File: config.mk
export PLATFORM = sky130hd
export DESIGN_NAME = irq_edge_controller
export DESIGN_NICKNAME = d
export VERILOG_FILES = /design/src/rtl/irq_edge_controller.sv
export SDC_FILE = /design/constraint.sdc
export NUM_CORES = 1
export LEC_CHECK = 0
export BUFFER_PORTS_ARGS = -buffer_cell sky130_fd_sc_hd__buf_2
export CAP_MARGIN = 10
export CELL_PAD_IN_SITES_DETAIL_PLACEMENT = 0
export CELL_PAD_IN_SITES_GLOBAL_PLACEMENT = 1
export CORE_MARGIN = 5
export CORE_UTILIZATION = 37
export DETAILED_ROUTE_END_ITERATION = 16
export PLACE_DENSITY = 0.75
export SYNTH_ARGS = -nofsm -noshare
export SYNTH_HDL_FRONTEND = slang
export SYNTH_SLANG_ARGS = --single-unit
File: constraint.sdc
create_clock -name clk -period 2.6 [get_ports clk]
set_input_delay 0.26 -clock clk [delete_from_list [all_inputs] [get_ports clk]]
set_output_delay 0.26 -clock clk [all_outputs]
set_load 0.005 [all_outputs]
File: src/rtl/irq_edge_controller.sv
// Edge-triggered, fixed-priority interrupt controller with nested in-service
// tracking and an INTR/INTA/EOI handshake toward the CPU core.
module irq_edge_controller #(
  parameter int NUM_IRQS = 8
) (
  input  logic                clk,
  input  logic                reset,
  input  logic [NUM_IRQS-1:0] irq_lines,
  input  logic [NUM_IRQS-1:0] mask,
  input  logic [7:0]          vector_base,
  input  logic                inta,
  input  logic                eoi,
  output logic                intr,
  output logic [7:0]          vector,
  output logic                vector_valid,
  output logic [NUM_IRQS-1:0] pending,
  output logic [NUM_IRQS-1:0] in_service
);

  typedef enum logic [1:0] {
    IDLE   = 2'd0,
    REQ    = 2'd1,
    VECTOR = 2'd2
  } state_e;

  state_e              state_q;
  logic                intr_q;
  logic [7:0]          vector_q;
  logic                vector_valid_q;
  logic [NUM_IRQS-1:0] prev_q;
  logic [NUM_IRQS-1:0] pending_q, pending_d;
  logic [NUM_IRQS-1:0] isr_q, isr_d;

  logic [NUM_IRQS-1:0] edge_det;
  logic [NUM_IRQS-1:0] below_top;
  logic [NUM_IRQS-1:0] top_onehot;
  logic [NUM_IRQS-1:0] eligible;
  logic [NUM_IRQS-1:0] win_onehot;
  logic [2:0]          winner;
  logic                any_eligible;
  logic                ack;
  logic                seen;

  // NOTE: every signal written here gets a default first, so no path leaves
  // a value unassigned and no latch is inferred.
  always_comb begin
    edge_det   = irq_lines & ~prev_q;
    seen       = 1'b0;
    top_onehot = '0;
    below_top  = '0;
    for (int i = 0; i < NUM_IRQS; i++) begin
      top_onehot[i] = isr_q[i] & ~seen;
      seen          = seen | isr_q[i];
      below_top[i]  = ~seen;
    end

    // Only requests of strictly higher priority than the active service nest.
    eligible     = pending_q & ~mask & below_top;
    any_eligible = |eligible;
    winner       = 3'd0;
    win_onehot   = '0;
    for (int i = NUM_IRQS - 1; i >= 0; i--) begin
      if (eligible[i]) begin
        winner        = 3'(i);
        win_onehot    = '0;
        win_onehot[i] = 1'b1;
      end
    end

    ack       = (state_q == REQ) && inta && any_eligible;
    // A new edge on a line being acknowledged re-latches it.
    pending_d = (pending_q & ~({NUM_IRQS{ack}} & win_onehot)) | edge_det;
    isr_d     = (isr_q | ({NUM_IRQS{ack}} & win_onehot))
                & ~({NUM_IRQS{eoi}} & top_onehot);
  end

  // NOTE: sequential state uses non-blocking assignments only, so every
  // register samples the values from before this clock edge.
  always_ff @(posedge clk or posedge reset) begin
    if (reset) begin
      prev_q    <= '1;
      pending_q <= '0;
      isr_q     <= '0;
    end else begin
      prev_q    <= irq_lines;
      pending_q <= pending_d;
      isr_q     <= isr_d;
    end
  end

  always_ff @(posedge clk or posedge reset) begin
    if (reset) begin
      state_q        <= IDLE;
      intr_q         <= 1'b0;
      vector_q       <= 8'h00;
      vector_valid_q <= 1'b0;
    end else begin
      vector_valid_q <= 1'b0;
      case (state_q)
        IDLE: begin
          if (any_eligible) begin
            state_q <= REQ;
            intr_q  <= 1'b1;
          end
        end
        REQ: begin
          if (inta) begin
            // With nothing eligible at acknowledge time, hand out the spurious slot 7.
            state_q        <= VECTOR;
            intr_q         <= 1'b0;
            vector_valid_q <= 1'b1;
            vector_q       <= {vector_base[7:3], any_eligible ? winner : 3'd7};
          end else if (!any_eligible) begin
            state_q <= IDLE;
            intr_q  <= 1'b0;
          end
        end
        VECTOR: begin
          state_q <= IDLE;
        end
        default: begin
          state_q <= IDLE;
          intr_q  <= 1'b0;
        end
      endcase
    end
  end

  assign intr         = intr_q;
  assign vector       = vector_q;
  assign vector_valid = vector_valid_q;
  assign pending      = pending_q;
  assign in_service   = isr_q;

endmodule

## Yosys cells after proc, flatten, opt, wreduce, memory -nomap -nowiden

Index checks and enable logic that the tools add are counted.

| cells by class | value |
|---|---|
| mux-type cells | 27 |
| eq/ne operators | 4 |
| reductions and logical operators | 7 |
| bitwise logic cells | 36 |

Operators by type and width:

| cell | number |
|---|---|
| two-way mux 8 bit | 8 |
| AND 8 bit | 7 |
| NOT 8 bit | 4 |
| two-way mux 3 bit | 9 |
| bitwise OR 8 bit | 2 |
| NOT 1 bit | 9 |
| OR reduction 8 bit | 1 |
| AND 1 bit | 7 |
| bitwise OR 1 bit | 7 |
| two-way mux 2 bit | 3 |
| two-way mux 1 bit | 5 |
| case mux 2 bit (2 select lines) | 1 |
| AND reduction 2 bit | 2 |
| inequality test 3 bit, second input constant | 1 |
| case mux 1 bit (3 select lines) | 1 |
| AND reduction 3 bit | 1 |
| == test 2 x 1 -> 1 bit, second input constant | 1 |
| == test 2 bit, second input constant | 1 |
| logical AND 1 bit | 2 |
| zero test 2 bit | 1 |
| inequality test 2 bit, second input constant | 1 |

| storage, ports and cells | value |
|---|---|
| output and inout bits | 26 |
| input port bits | 28 |
| register bits | 36 |
| logic and storage cells | 81 |

## Longest topological paths before layout

Gate-level depths: netlist of the first run.

| logic depth | value |
|---|---|
| depth after elaboration | 21 |
| mapped depth | 7 |
| mapped depth without buffers | 6 |

## Worst setup path before layout of the first run

Ideal clock, no wire load.

| path | value |
|---|---|
| path type | reg2reg |
| start | reg isr_q[0] (netlist: in_service[0]) |
| end | reg vector_q[0] (netlist: vector[0]) |
| data arrival time | 1.855 ns |
| cell stages (with the launch flop) | 7 |
| library setup time | 0.124 ns |
| required time | 2.476 ns |
| slack | 0.621 ns |
| cells stage by stage | dfrtp_1 > or4_4 > buf_6 > nor4_4 > o21ai_2 > and3_4 > o31a_1 |

| on the way | value |
|---|---|
| longest elaborated chain between the ends | 18 |

RTL lines:

| element | RTL line | text |
|---|---|---|
| start, declared | 32 | `logic [NUM_IRQS-1:0] isr_q, isr_d;` |
| start signal, assigned | 87 | `isr_q <= isr_d;` |
| bitwise OR 1 bit (7 in series) | 53 | `seen = seen \| isr_q[i];` |
| NOT 1 bit | 54 | `below_top[i] = ~seen;` |
| AND 8 bit * | 58 | `eligible = pending_q & ~mask & below_top;` |
| two-way mux 3 bit (8 in series) | 63 | `if (eligible[i]) begin` |
| two-way mux 3 bit * | 112 | `vector_q <= {vector_base[7:3], any_eligible ? winner : 3'd7};` |
| end signal, assigned | 112 |  |
| end, declared | 28 | `logic [7:0] vector_q;` |

Every way passes the cells marked *; elsewhere a longest branch is shown, timed or not.
A chain may end at the register's enable or synchronous reset.

## Worst setup path in the final report of the first run

Ends and elaborated chain as after synthesis.

==> impl_metrics.csv, run 1 <==
group,metric,value,unit
run_status,outcome,"complete, no violations",
timing,rsz0062_at_grt,"false",
finish,fin_nets,231,
timing,tightest_slew,522,ps
finish,final-seq-area,911,um2
place,placed_cell_area,1890,um2
routing,top_layer,"met4",
worst_hold_path,hp-class,"input pin to asynchronous set/reset pin",
power,pwr_density_cell,1100,nW/um2
finish,final_cell_mix,"buf_2, nand2_1, dfrtp_1",
die,die_w,75.4,um
critical_path,critical_path.top_delay_family,"simple AND/OR/NAND/NOR gates",
synthesis,synth_nets,176,
global_route,antenna_found_initial,0,
place,place_congestion,0.806,
synthesis,synth-seq-area-share,57.5,%
routing,drtIter0Drc,64,
clock_tree,hold_buffers,0,
timing,finClkSkew,6.62,ps
critical_path,rrSetupSlack,530,ps
die,ios,54,
global_route,grt_max_degree,37,
routing,wl_per_cell,14.1,um
timing,period_minus_slack,2070,ps
clock_tree,cts.clk_slew.worst_paths,70,ps
routing,wl_met1,1.55,mm
die,die_area,5690,um2
clock_tree,root_buffer,"clkbuf_8",
routing,dr.pass1.iters,4,
critical_path,crit_type,"flip-flop to flip-flop",
routing,routed_wl,3.58,mm
run,drv_cap,0,
routing,wl_met3,155,um
routing,wl_met2,1.81,mm
finish,multiInputGateArea,591,um2
synthesis,syn_inst,148,
power,finalPower,2.22,mW
finish,final_core_util,49.2,%
critical_path,path_depth,5,
clock_tree,clockBufferDepth,2,
critical_path,start_kind,"flip-flop",
timing,maxSlewHeadroom,64.7,%
timing,setup-violations-final,0,
routing,drc_errors,0,
die,core-area,4090,um2
die,rows,23,
finish,antennaDiodeCount,0,
timing,min_period_over_period,79.5,%
place,dp_slack,549,ps
power,p_leak,1.04,nW
place,io_buffers,50,
timing,fin_ws,532,ps
critical_path,worst-r2r-cell-count,5,
clock_tree,cts-buffers-inserted,5,
synthesis,yosys.area.top_type,"dfrtp_1",
timing,slew_violations,0,
synthesis,ys_seq_elements,36,
synthesis,yosysTopAreaCellShare,44.2,%
timing,hold_viol_final,0,
clock_tree,cts_sinks,36,
critical_path,crit_path_end_kind,"flip-flop",
finish,fill_cells,398,
synthesis,synth.avg_cell_area,10.7,um2
finish,finalNonFillerCells,254,
timing,clock.fmax,484,MHz
clock_tree,postCtsSetupBuffers,0,
synthesis,synth_area,1580,um2
synthesis,yosysWarnings,0,
timing,tns,0,ps
synthesis,ys_types,38,
routing,antenna_left,0,
routing,num_vias,1242,
place,hpwlAfterDp,2.74,mm
critical_path,crit_arrival,2240,ps
critical_path,critPathMaxStageDelay,620,ps
synthesis,synth_area_leaders,"dfrtp_1, dfstp_2, nand2_1, inv_1, a22o_1",
critical_path,cpMaxStageDelayCell,"or4_4",
clock_tree,h-tree-depth,2,
timing,whs,56.4,ps
finish,syn_to_final_growth,27.0,%
critical_path,r2r_end,"vector[0]",
finish,drive_above_1_share,38.7,%
global_route,track_usage,13.7,%
die,start_util,38.8,%
finish,final_area,2010,um2
critical_path,cp_cell_sequence,"or4_4 -> nor4_4 -> o21ai_2 -> and3_4 -> o31a_1",
clock_tree,ctsResizeCount,0,
clock_tree,clkLatencyLatePin,290,ps
place,place_inst,246,
finish,final_common_cell,"buf_2",
critical_path,cp.required,2770,ps
global_route,grt_pass1_vias,1306,
global_route,grt_pass1_wl,5.93,mm
power,ir_drop,0.000440,V
die,die_h,75.4,um
clock_tree,cts_tree,"done",
critical_path,worstReg2RegStart,"in_service[0]",
global_route,gr-total-overflow,0,
critical_path,critPathBufInv,0,
critical_path,worstPathMaxFanout,9,
routing,vias_per_cell,4.89,
[cells in the mapped netlist]
cell type,n
nand3_1,4
a311oi_1,2
nor3_1,3
nor4b_1,2
dfstp_2,8
a21o_1,1
o41ai_1,1
a22o_1,6
or3b_2,3
clkinv_1,1
o21ai_0,4
o21a_1,1
or4_1,1
clkbuf_1,2
nand3b_1,3
o32ai_1,1
nor2b_1,2
or2_2,1
a21oi_1,1
o32ai_2,2
a211oi_2,1
o21ai_2,1
a2bb2oi_2,1
nor2_1,5
a211oi_1,2
a31oi_1,2
o22ai_1,3
dfrtp_1,28
buf_6,1
or3_1,2
nand2b_1,4
and3_4,1
or2_1,1
inv_1,16
or4_4,1
o31a_1,1
nand2_1,28
nor4_4,1
[how the worst max path moves through the flow]
stage	from	endpoint	slack, ps
final	in_service[0]	vector[0]	530
after global routing	in_service[0]	pending[7]	390
after CTS	in_service[0]	vector[0]	530
after detailed placement	in_service[0]	vector[0]	550
after global placement	in_service[0]	vector[0]	570
after floorplan	in_service[0]	vector[0]	620
[state kept, by name, indices dropped and copies added (netlist names)]
register      flops
state_q           2
in_service        8
vector_valid      1
intr              1
pending           8
vector            8
prev_q            8
[area by class of cell]
type	instances	area share (%)
clock buffers	7	4.79
clock inverters	1	1.49
inverters	17	3.17
multi-input cells	92	29.4
flip-flops and latches	36	45.3
well taps	50	3.11
repair buffers	51	12.8
[power breakdown]
group          switching [mW]  leakage, nW  internal [mW]
Sequential              0.127        0.415          0.722
Combinational           0.453        0.559          0.381
Clock                   0.195       0.0645          0.338
[worst register-to-register path: cells and delay by family (launching register included)]
| family | cells | cell delay [ps] |
|---|---|---|
| compound gates | 2 | 390 |
| simple gates | 3 | 1110 |
| flops | 1 | 470 |
[logic make-up (layout without fill, tap and decap cells)]
family	after synthesis	in the layout	synth area share, %
simple gates	62	62	21.4
flops	36	36	57.5
buf+inv	20	76	5.21
compound gates	30	30	15.9
[metal layers]
metal  GRT usage (%)  vias up
li1                -      623
met1            16.1      590
met2            22.9       24
met3            4.35        5
met4            6.21        0
met5               0        -
(Power assumes the default switching activity.)
==> inputs of run 2 (changes only) <==
Settings changed: CORE_UTILIZATION 37 to 33, PLACE_DENSITY 0.75 to 0.71.
Clock period 2.6 ns to 1.7 ns, I/O delays scaled along.
==> impl_metrics.csv, run 2 (synthesized netlist as in run 1, its figures left out) <==
group,metric,value,unit
place,placed_cell_area,2090,um2
power,pwr_density_cell,1630,nW/um2
clock_tree,cts.clk_slew.worst_paths,70,ps
routing,drc_errors,0,
die,start_util,33.8,%
global_route,gr-total-overflow,0,
clock_tree,clkLatencyLatePin,290,ps
critical_path,crit_arrival,2100,ps
die,die_h,79.3,um
timing,clock.fmax,520,MHz
routing,num_vias,1411,
die,ios,54,
finish,syn_to_final_growth,49.3,%
finish,finalNonFillerCells,299,
place,place_congestion,0.751,
critical_path,crit_type,"flip-flop to flip-flop",
global_route,grt_max_degree,37,
timing,hold_viol_final,0,
timing,period_minus_slack,1920,ps
routing,wl_per_cell,13.7,um
finish,multiInputGateArea,639,um2
timing,tns,-1720,ps
global_route,antenna_found_initial,0,
critical_path,start_kind,"flip-flop",
finish,final-seq-area,912,um2
place,io_buffers,50,
finish,fin_nets,272,
finish,final_core_util,50.4,%
timing,rsz0062_at_grt,"true",
routing,dr.pass1.iters,4,
clock_tree,h-tree-depth,2,
critical_path,rrSetupSlack,-220,ps
finish,fill_cells,446,
routing,wl_met3,229,um
routing,wl_met1,1.87,mm
power,ir_drop,0.000767,V
worst_hold_path,hp-class,"input pin to flip-flop",
critical_path,cp.required,1880,ps
timing,fin_ws,-223,ps
routing,drtIter0Drc,71,
finish,antennaDiodeCount,0,
finish,final_common_cell,"buf_2",
clock_tree,cts_sinks,36,
die,die_w,79.3,um
finish,final_area,2360,um2
routing,antenna_left,0,
critical_path,r2r_end,"vector[0]",
timing,slew_violations,0,
clock_tree,root_buffer,"clkbuf_8",
die,rows,25,
critical_path,worstReg2RegStart,"in_service[0]",
timing,tightest_slew,462,ps
run_status,outcome,"complete, but fails checks",
critical_path,crit_path_end_kind,"flip-flop",
finish,final_cell_mix,"buf_2, buf_4, nand2_1",
die,die_area,6290,um2
place,hpwlAfterDp,2.96,mm
power,finalPower,3.85,mW
critical_path,worstPathMaxFanout,6,
clock_tree,clockBufferDepth,2,
routing,routed_wl,4.11,mm
place,place_inst,277,
finish,drive_above_1_share,48.2,%
power,p_leak,1.22,nW
global_route,track_usage,14.8,%
clock_tree,cts_tree,"done",
critical_path,crit_end,"vector[0]",
global_route,grt_pass1_wl,7.11,mm
die,core-area,4690,um2
timing,maxSlewHeadroom,69.2,%
critical_path,crit_start,"in_service[0]",
routing,vias_per_cell,4.72,
global_route,grt_pass1_vias,1519,
routing,wl_met2,1.94,mm
critical_path,worst-r2r-cell-count,5,
timing,finClkSkew,6.47,ps
timing,setup-violations-final,15,
routing,top_layer,"met4",
run,drv_cap,0,
timing,min_period_over_period,113,%
clock_tree,cts-buffers-inserted,5,
run_status,violations,"setup timing",
run 2: cell types whose count changed in the layout (fill, tap and decap cells not counted), sizes merged:
cell and change:
clkbuf +1, buf +32, dlygate4sd3 +9, bufinv -1
run 2: through the flow:
stage	hold slack (ps)	setup slack, ps
2_1_floorplan	174	-270
3_3_place_gp	287	-178
3_5_place_dp	289	-218
4_1_cts	57.2	-211
5_1_grt	72.3	-282
6_report	64.9	-223
run 2: where the power goes:
| part | total, mW | switching, mW | leakage, nW | internal (mW) |
|---|---|---|---|---|
| combinational | 1.97 | 0.931 | 0.758 | 1.04 |
| clock | 0.629 | 0.299 | 0.0455 | 0.330 |
| sequential | 1.24 | 0.139 | 0.414 | 1.11 |
run 2: routing by layer:
| metal | up-vias | track usage (%) |
|---|---|---|
| li1 | 705 | - |
| met1 | 668 | 18.1 |
| met2 | 32 | 24.5 |
| met3 | 6 | 4.54 |
| met4 | 0 | 5.67 |
| met5 | - | 0 |
run 2: worst max-delay path, stage by stage, from the launching register on:
cell,delay (ps)
dfrtp_2,400
or4_4,620
a211oi_4,250
nor2_2,60
and3_4,210
o31a_1,270
run 2: worst min-delay path by stage:
stage | startpoint | endpoint | slack (ps) | depth (start not counted)
after detailed placement | irq_lines[7] | prev_q[7] | 290 | 1
after CTS | vector_base[5] | vector[5] | 60 | 3
after global routing | vector_base[4] | vector[4] | 70 | 3
final | vector_base[5] | vector[5] | 60 | 3
after floorplan | irq_lines[0] | prev_q[0] | 170 | 0
after global placement | irq_lines[5] | prev_q[5] | 290 | 1
run 2: timing repair:
item,4_1_cts,5_1_grt
setup buffers,3,3
gates resized for setup,6,5
hold buffers,9,0
endpoints found under the setup margin,13,17
hold endpoints to repair,36,0
pin swaps,4,5
run 2: cell type report:
cell class              count  area share (%)
flip-flops and latches     36            38.6
multi-input cells          92            27.0
repair buffers             92            25.0
clock buffers               8            3.81
well taps                  54            2.86
inverters                  17            2.70
==> inputs of run 3 (changes only) <==
Settings changed: CORE_MARGIN 5 to unset, CTS_BUF_LIST set to sky130_fd_sc_hd__clkbuf_16.
==> impl_metrics.csv, run 3 (synthesized netlist as in run 1, its figures left out) <==
group,metric,value,unit
die,die_area,5080,um2
die,rows,24,
place,place_inst,277,
global_route,grt_pass1_vias,1457,
finish,drive_above_1_share,49.0,%
timing,fin_ws,-200,ps
die,die_h,71.3,um
routing,drc_errors,3,
timing,tightest_slew,446,ps
critical_path,crit_arrival,2060,ps
power,ir_drop,0.000558,V
finish,finalNonFillerCells,293,
timing,slew_violations,0,
power,p_int,2.69,mW
clock_tree,cts_tree,"done",
routing,dr.pass1.iters,12,
clock_tree,h-tree-depth,2,
timing,finClkSkew,6.52,ps
run_status,violations,"DRC, hold timing, setup timing",
power,netSwitchingFraction,34.6,%
routing,num_vias,1446,
clock_tree,cts_sinks,36,
power,seqPwrFrac,30.4,%
clock_tree,clockBufferDepth,2,
die,start_util,35.4,%
critical_path,start_kind,"flip-flop",
place,place_congestion,0.840,
place,hpwlAfterDp,2.95,mm
finish,final_common_cell,"buf_2",
timing,clock.fmax,526,MHz
global_route,grt_pass1_wl,6.60,mm
power,netSwitchingPower,1.42,mW
critical_path,worstPathMaxFanout,7,
power,pwr_density_cell,1710,nW/um2
timing,setup-violations-final,15,
power,finalPower,4.11,mW
run,drv_cap,0,
finish,fin_nets,268,
global_route,grt_max_degree,37,
clock_tree,clkLatencyLatePin,270,ps
timing,whs,-6.05,ps
place,io_buffers,50,
power,p_comb_share,49.3,%
worst_hold_path,hp-class,"input pin to asynchronous set/reset pin",
global_route,antenna_found_initial,0,
clock_tree,root_buffer,"clkbuf_16",
power,p_leak,1.25,nW
die,core-area,4470,um2
routing,wl_per_cell,13.6,um
die,die_w,71.3,um
critical_path,crit_path_end_kind,"flip-flop",
clock_tree,cts-buffers-inserted,5,
critical_path,crit_type,"flip-flop to flip-flop",
timing,min_period_over_period,112,%
die,ios,54,
critical_path,worst-r2r-cell-count,4,
timing,hold_viol_final,16,
timing,maxSlewHeadroom,70.3,%
critical_path,cp.required,1860,ps
finish,syn_to_final_growth,51.4,%
power,clkPwrFrac,20.3,%
global_route,gr-total-overflow,0,
routing,vias_per_cell,4.94,
routing,drtIter0Drc,54,
finish,antennaDiodeCount,0,
finish,final_core_util,53.6,%
routing,antenna_left,0,
timing,period_minus_slack,1900,ps
timing,rsz0062_at_grt,"true",
critical_path,rrSetupSlack,-200,ps
finish,final_cell_mix,"buf_2, buf_4, nand2_1, dfrtp_1, inv_1",
global_route,track_usage,16.8,%
clock_tree,cts.clk_slew.worst_paths,50,ps
run_status,outcome,"complete, but fails checks",
routing,routed_wl,4.00,mm
run 3: stage by stage:
| stage | area (um2) | hold slack, ps | TNS, ps | worst slack [ps] |
|---|---|---|---|---|
| global route | 2400 | 0.920 | -2500 | -270 |
| CTS | 2320 | 1.59 | -1410 | -225 |
| finish | 2400 | -6.05 | -1510 | -200 |
| floorplan | 1590 | 174 | -1590 | -270 |
| detailed placement | 2110 | 287 | -2110 | -229 |
| global placement | 2110 | 285 | -1360 | -183 |
run 3: cell type report:
| type | instances | area [um2] |
|---|---|---|
| Clock inverter | 3 | 11.3 |
| Fill cell | 402 | 2080 |
| Multi-Input combinational cell | 92 | 666 |
| Clock buffer | 5 | 125 |
| Tap cell | 52 | 65.1 |
| Inverter | 17 | 63.8 |
| Sequential cell | 36 | 912 |
| Timing Repair Buffer | 88 | 556 |
run 3: power groups by stage:
stage | Clock [mW] | Sequential [mW] | Combinational (mW)
after floorplan | 0 | 1.32 | 0.889
after global placement | 0 | 1.25 | 1.69
after detailed placement | 0 | 1.26 | 1.73
after CTS | 0.858 | 1.25 | 1.82
after global routing | 0.904 | 1.28 | 2.20
final | 0.835 | 1.25 | 2.03
run 3: layer usage:
metal | wire length (um) | global-route usage [%] | up-vias
li1 | - | - | 696
met1 | 1760 | 21.3 | 709
met2 | 2030 | 28.4 | 37
met3 | 168 | 4.22 | 4
met4 | 39 | 5.33 | 0
met5 | 0 | 0 | -
run 3: path summary, 6_finish.rpt:
path,start,to
min in group clk,irq_lines[3],prev_q[3]
worst max register to register,in_service[1],pending[4]
worst max-delay path,in_service[1],pending[4]
max in group asynchronous,reset,prev_q[0]
worst min register to register,vector[5],vector[5]
worst min-delay path,reset,pending[6]
run 3: timing repair:
action                                  in CTS  in global routing
pin swaps                                   10                  8
endpoints found under the setup margin      15                 16
endpoints found under the hold margin        4                  1
resized for setup                            8                  7
buffers inserted                             0                  4
hold buffers                                 4                  1
run 3: worst max-delay path: stages, from the launching register on:
cell and delay, ps:
dfrtp_1 400, or4_4 600, or2_1 260, or3_1 350
a22o_1 190
